## src/rtl/magnitude_squared_cal_pkg.sv

```systemverilog
// Shared constants, state type and helpers for the I^2 + Q^2 unit and its sqrt consumer.
// MAG_SQ_RADIX4_EN selects two multiplier bits per iteration instead of one.
package magnitude_squared_cal_pkg;

    localparam int DATA_WIDTH_DEF   = 71;
    localparam int MAG_SQ_OUT_WIDTH = 2 * DATA_WIDTH_DEF;
    localparam int ITER_CNT_W       = $clog2(DATA_WIDTH_DEF);

`ifdef MAG_SQ_RADIX4_EN
    localparam int RADIX_BITS = 2;
`else
    localparam int RADIX_BITS = 1;
`endif

    typedef enum logic [1:0] {
        IDLE,
        SQ_I,
        SQ_Q,
        DONE
    } mag_sq_state_e;

    // Iterations needed to consume a dw-bit multiplier at RADIX_BITS bits per step.
    function automatic int iter_count(input int dw);
        return (dw + RADIX_BITS - 1) / RADIX_BITS;
    endfunction

endpackage

```

## src/rtl/magnitude_squared_cal_square_accum_step.sv

```systemverilog
// One shift-add squaring step: acc_o = acc_i + (digit * operand) << shift.
// The digit covers radix-2 (0/1) and radix-4 (0..3) so one adder serves both builds.
module square_accum_step #(
    parameter int DW = 71,
    parameter int AW = 142,
    parameter int SW = 8
) (
    input  logic [DW-1:0] op_i,
    input  logic [DW+1:0] op3_i,
    input  logic [1:0]    digit_i,
    input  logic [SW-1:0] shift_i,
    input  logic [AW-1:0] acc_i,
    output logic [AW-1:0] acc_o
);
    localparam int EW = DW + 2;

    logic [EW-1:0] addend;

    always_comb begin
        addend = '0;
        unique case (digit_i)
            2'd1:    addend = EW'(op_i);
            2'd2:    addend = EW'({op_i, 1'b0});
            2'd3:    addend = op3_i;
            default: addend = '0;
        endcase
        acc_o = acc_i + (AW'(addend) << shift_i);
    end

endmodule

```

## src/rtl/magnitude_squared_cal.sv

```systemverilog
// Iterative I^2 + Q^2 with valid/ready handshakes; one shared accumulator adder.
// Define MAG_SQ_RADIX4_EN for two multiplier bits per cycle (same results, half latency).
module magnitude_squared_cal
    import magnitude_squared_cal_pkg::*;
#(
    parameter  int DATA_WIDTH = DATA_WIDTH_DEF,
    localparam int OUT_WIDTH  = 2 * DATA_WIDTH
) (
    input  logic                         clock,
    input  logic                         reset,
    input  logic                         enable,
    input  logic signed [DATA_WIDTH-1:0] inputI,
    input  logic signed [DATA_WIDTH-1:0] inputQ,
    output logic                         ready,
    output logic                         outputValid,
    input  logic                         outputReady,
    output logic        [OUT_WIDTH-1:0]  outputData
);
    localparam int         ITERS      = iter_count(DATA_WIDTH);
    localparam int         MULT_W     = ITERS * RADIX_BITS;
    localparam int         CNT_W      = $clog2(DATA_WIDTH);
    localparam int         SH_W       = $clog2(OUT_WIDTH);
    localparam logic [1:0] DIGIT_MASK = (RADIX_BITS == 2) ? 2'b11 : 2'b01;

    mag_sq_state_e         state_q;
    logic [DATA_WIDTH-1:0] abs_i_q, abs_q_q, abs_i_d, abs_q_d;
    logic [OUT_WIDTH-1:0]  acc_q, acc_d, data_q;
    logic [CNT_W-1:0]      cnt_q;
    logic                  accept, last;

    logic [DATA_WIDTH-1:0] op;
    logic [DATA_WIDTH+1:0] op3;
    logic [MULT_W-1:0]     mult;
    logic [SH_W-1:0]       shift;
    logic [1:0]            digit;

    // Magnitudes as unsigned; the most negative value maps to 2^(W-1), which still fits.
    assign abs_i_d = inputI[DATA_WIDTH-1] ? $unsigned(-inputI) : $unsigned(inputI);
    assign abs_q_d = inputQ[DATA_WIDTH-1] ? $unsigned(-inputQ) : $unsigned(inputQ);

    assign ready       = (state_q == IDLE) || ((state_q == DONE) && outputReady);
    assign accept      = enable && ready;
    assign outputValid = (state_q == DONE);
    assign outputData  = data_q;

    assign op    = (state_q == SQ_Q) ? abs_q_q : abs_i_q;
    assign mult  = MULT_W'(op);
    assign shift = SH_W'(cnt_q) * SH_W'(RADIX_BITS);
    assign digit = 2'(mult >> shift) & DIGIT_MASK;
    assign last  = (cnt_q == CNT_W'(ITERS - 1));

`ifdef MAG_SQ_RADIX4_EN
    logic [DATA_WIDTH+1:0] op3_i_q, op3_q_q;

    always_ff @(posedge clock) begin
        if (reset) begin
            op3_i_q <= '0;
            op3_q_q <= '0;
        end else if (accept) begin
            op3_i_q <= {abs_i_d, 1'b0} + (DATA_WIDTH + 2)'(abs_i_d);
            op3_q_q <= {abs_q_d, 1'b0} + (DATA_WIDTH + 2)'(abs_q_d);
        end
    end

    assign op3 = (state_q == SQ_Q) ? op3_q_q : op3_i_q;
`else
    assign op3 = '0;
`endif

    square_accum_step #(
        .DW (DATA_WIDTH),
        .AW (OUT_WIDTH),
        .SW (SH_W)
    ) u_step (
        .op_i    (op),
        .op3_i   (op3),
        .digit_i (digit),
        .shift_i (shift),
        .acc_i   (acc_q),
        .acc_o   (acc_d)
    );

    always_ff @(posedge clock) begin
        if (reset) begin
            state_q <= IDLE;
            abs_i_q <= '0;
            abs_q_q <= '0;
            acc_q   <= '0;
            cnt_q   <= '0;
            data_q  <= '0;
        end else begin
            unique case (state_q)
                IDLE, DONE: begin
                    if (accept) begin
                        abs_i_q <= abs_i_d;
                        abs_q_q <= abs_q_d;
                        acc_q   <= '0;
                        cnt_q   <= '0;
                        state_q <= SQ_I;
                    end else if (state_q == DONE && outputReady) begin
                        state_q <= IDLE;
                    end
                end
                SQ_I: begin
                    acc_q <= acc_d;
                    if (last) begin
                        cnt_q   <= '0;
                        state_q <= SQ_Q;
                    end else begin
                        cnt_q <= cnt_q + 1'b1;
                    end
                end
                SQ_Q: begin
                    acc_q <= acc_d;
                    if (last) begin
                        cnt_q   <= '0;
                        data_q  <= acc_d;
                        state_q <= DONE;
                    end else begin
                        cnt_q <= cnt_q + 1'b1;
                    end
                end
                default: state_q <= IDLE;
            endcase
        end
    end

endmodule
```

## config.mk

```make
export PLATFORM = sky130hd
export DESIGN_NAME = magnitude_squared_cal
export DESIGN_NICKNAME = d
export VERILOG_FILES = /design/src/rtl/magnitude_squared_cal_pkg.sv /design/src/rtl/magnitude_squared_cal_square_accum_step.sv /design/src/rtl/magnitude_squared_cal.sv
export SDC_FILE = /design/constraint.sdc
export NUM_CORES = 2
export LEC_CHECK = 0
export CORE_UTILIZATION = 25
export CTS_CLUSTER_SIZE = 20
export DETAILED_ROUTE_END_ITERATION = 8
export GPL_ROUTABILITY_DRIVEN = 0
export PLACE_DENSITY_LB_ADDON = 0.15
export SETUP_SLACK_MARGIN = 0.15
export SYNTH_ARGS = -nofsm -noshare
export SYNTH_HDL_FRONTEND = slang
export SYNTH_SLANG_ARGS = --single-unit
export TNS_END_PERCENT = 30
```

## constraint.sdc

```tcl
create_clock -name clock -period 8.7 [get_ports clock]
set_input_delay 1.305 -clock clock [delete_from_list [all_inputs] [get_ports clock]]
set_output_delay 1.305 -clock clock [all_outputs]
set_load 0.02 [all_outputs]
```

==> results by group <==
Outcome
  • Status: finished clean

Timing
  • Hold Fails Final Rpt: 0
  • Setup TNS: 0 ps
  • Fmax: 0.122 GHz
  • Slew Limit Fails: 0
  • Slew @ Worst Pin: 1180 ps
  • Skew final: 32.9 ps
  • Unrepaired setup endpoints after global routing: true
  • Final Setup Violations: 0
  • Hold slack final: 449 ps
  • Crit share post-route: 94.5%
  • Max-slew headroom: 21.6%
  • Tmin final: 8220 ps

Finish
  • Antenna Cells: 0
  • NumNets Final: 5317
  • Core Util, Final: 30.0%
  • Synthesis-to-layout area growth: 19.1%
  • Non-filler instance count after layout: 6956
  • Fill count: 15500
  • Share of cells above drive strength 1: 8.31%

Setup path
  • CP required: 9260 ps
  • Critical Path End Type: flop
  • Worst R2R Setup Slack: 480 ps
  • Critical path launch point type: flop
  • Worst-path maximum fanout: 75
  • Reg2reg start: state_q[0]$_SDFFE_PP0P_
  • Worst Path Arrival: 8780 ps
  • CP Launch Point: state_q[0]$_SDFFE_PP0P_
  • RR Endpoint: acc_q[139]$_SDFFE_PP0P_
  • Setup CP Type: reg -> reg
  • Worst Reg2Reg Path Length in Cells: 26

Yosys
  • Synth Flop Type: dfxtp_1
  • Mux contribution to synthesized area: 8.76%
  • Avg Inst Size Synth: 7.21 um2
  • Post-synthesis xor/xnor area fraction: 6.60%
  • Leading area contributor after synthesis: dfxtp_1
  • Register area share after synthesis: 24.5%
  • Top-count cell post-synth: nand2_1
  • Top cell type's share of synthesized area: 24.5%
  • Area contributors post-synth: dfxtp_1 (24%), nand2_1 (7.3%), nor2_1 (6.8%)
  • Synth cell count leaders: nand2_1 (692), nor2_1 (643), a21oi_1 (444)
  • Post-synth ARST share: 0%
  • Adder-Cell Fraction of Synth Area: 5.30%
  • Complex-gate fraction of the synthesized area: 27.0%
  • Synth warn: 0
  • Syn Nets: 5231
  • Largest family of logic cells by synthesized area: compound AO/OA/AOI/OAI gates
  • Distinct cell type count after synthesis: 88
  • Synthesized cell area: 35600 um2
  • Number of synthesized register bits: 435
  • Post-synthesis cell count: 4935
  • Simple-gate portion of the synthesized area: 22.9%
  • Number of synthesized flops with an enable pin: 0

Clock tree
  • CTS Root Cell: clkbuf_16
  • CTS H-tree lvls: 2
  • # clock sinks: 435
  • Clock buffer count from CTS: 57
  • Reg clk slew, reported paths: 60 ps
  • Clk buf depth: 3
  • Skew-Pair Late Insertion Delay: 670 ps
  • TritonCTS clock tree: yes
  • Post-CTS Setup Repair Bufs: 0

Routing
  • Routed WL: 163000 um
  • Starting DRT DRC Count: 3704
  • Vias: 37700
  • Post-route DRC: 0
  • Drt pass-1 iters: 6
  • Wire length per cell: 23.5 um
  • DR vias/cell: 5.42
  • Antenna-violating nets left: 0

Global route
  • Initial antenna violation count: 3
  • Gr usage total: 22.0%
  • Pin count of the biggest net entering global routing: 215
  • First-pass GRT wire length: 240000 um
  • Remaining global-route overflow: 0
  • Number of global-route vias before repair: 35500

Worst hold path
  • Hold EP: abs_i_q[52]$_SDFFE_PP0P_
  • HP Start: abs_i_q[52]$_SDFFE_PP0P_
  • Hold/Removal Path Class: reg -> reg
  • Hold depth: 2

Run
  • MaxCap Viol Count: 0

Die
  • Die H: 379 um
  • Core Box Area: 141000 um2
  • Die ar.: 144000 um2
  • I/O pins: 290
  • Initial core utilization: 25.2%
  • Row count: 138
  • Chip width: 379 um

Pwr
  • Power density over the cells: 214 nW/um2
  • Leakage power: 15.1 nW
  • Total power: 9.06 mW
  • Peak VDD IR: 0.243 mV

Place
  • DP Cell Count: 6852
  • DP HPWL: 129000 um
  • Buffers on Ports: 289
kinds of logic (layout without fill, tap and decap cells):
logic type,count (synthesis),in the layout
flip-flops,435,435
XOR/XNOR,268,268
multiplexers,259,259
AND/OR/NAND/NOR,1842,1842
adder cells (fa/ha/maj),150,150
AO/OA/AOI/OAI,1524,1524
buffers and inverters,457,588
how the worst max path moves through the flow:
stage | cells past startpoint | end | slack, ps
2_1_floorplan | 29 | outputData[132]$_SDFFE_PP0P_ | 2390
3_3_place_gp | 26 | acc_q[139]$_SDFFE_PP0P_ | 420
3_5_place_dp | 27 | outputData[135]$_SDFFE_PP0P_ | 480
4_1_cts | 27 | outputData[135]$_SDFFE_PP0P_ | 460
5_1_grt | 27 | acc_q[139]$_SDFFE_PP0P_ | 120
6_report | 26 | acc_q[139]$_SDFFE_PP0P_ | 480
critical path, stage by stage, from the launching register on:
cell and delay, ps:
dfxtp_1 340, inv_1 130, ha_4 440, buf_4 350
mux2i_1 160, mux4_2 490, nand2_1 80, o2111ai_1 170
a41oi_1 410, a21oi_4 80, buf_12 230, or4_1 630
o22ai_1 320, and2_1 230, ha_1 250, and3_1 370
nand4_1 170, a211oi_1 500, o21ai_0 490, a2111oi_1 720
buf_4 230, o21ai_0 90, buf_4 180, buf_4 130
a211oi_1 400, o21ai_0 210, a32o_1 270
placed cells by master (no fill, tap or decap), types with 37 or more instances in the layout:
master / count
or3_1: 47
a211oi_1: 163
nor3_1: 97
o31ai_1: 60
a22oi_1: 87
dfxtp_1: 428
nand3_1: 84
a31oi_1: 44
or2_2: 37
inv_1: 75
o211ai_1: 38
o21bai_1: 42
nor2_1: 640
nand4_1: 86
clkdlybuf4s50_1: 286
a22o_1: 39
mux2i_1: 136
xnor2_1: 91
xor2_1: 177
o21ai_0: 360
buf_4: 109
mux2_2: 90
clkbuf_16: 59
ha_1: 147
nand2_1: 690
a21oi_1: 442
a21o_1: 40
power breakdown:
group          total, mW  switching, mW  internal, mW
Sequential          2.44          0.201          2.24
Clock               2.57           1.03          1.54
Combinational       4.05           2.74          1.31
Total               9.06           3.97          5.10
stage by stage:
stage / worst slack [ps] / instance area [um2]
finish: 477 / 42400
CTS: 460 / 42400
detailed placement: 475 / 40400
floorplan: 2390 / 35600
global placement: 420 / 40400
global route: 119 / 42400
final cells by class:
type | instances | area (um2) | share of cell area, %
Tap cell | 1890 | 2360 | 5.58
Inverter | 81 | 304 | 0.718
Sequential cell | 435 | 8720 | 20.6
Clock inverter | 30 | 388 | 0.916
Multi-Input combinational cell | 4043 | 25200 | 59.4
Timing Repair Buffer | 403 | 3810 | 8.98
Clock buffer | 74 | 1610 | 3.81
flip-flops by register name, indices dropped and copies added, names as in the netlist:
name / flops
acc_q: 142
outputData: 142
abs_i_q: 71
abs_q_q: 71
cnt_q: 7
state_q: 2
timing repair:
action,4_1_cts,5_1_grt
setup endpoints to repair,0,8
hold buffers,0,0
resized for setup,0,2
layer usage:
layer | track usage [%] | share of wire (%) | up-vias
met3 | 2.91 | 6.0 | 272
met5 | 0 | 0.024 | -
met1 | 30.6 | 46 | 17900
met2 | 34.6 | 44 | 1396
met4 | 7.48 | 3.6 | 6
li1 | - | - | 18100
Note: power is estimated with default switching activity, not from simulation.
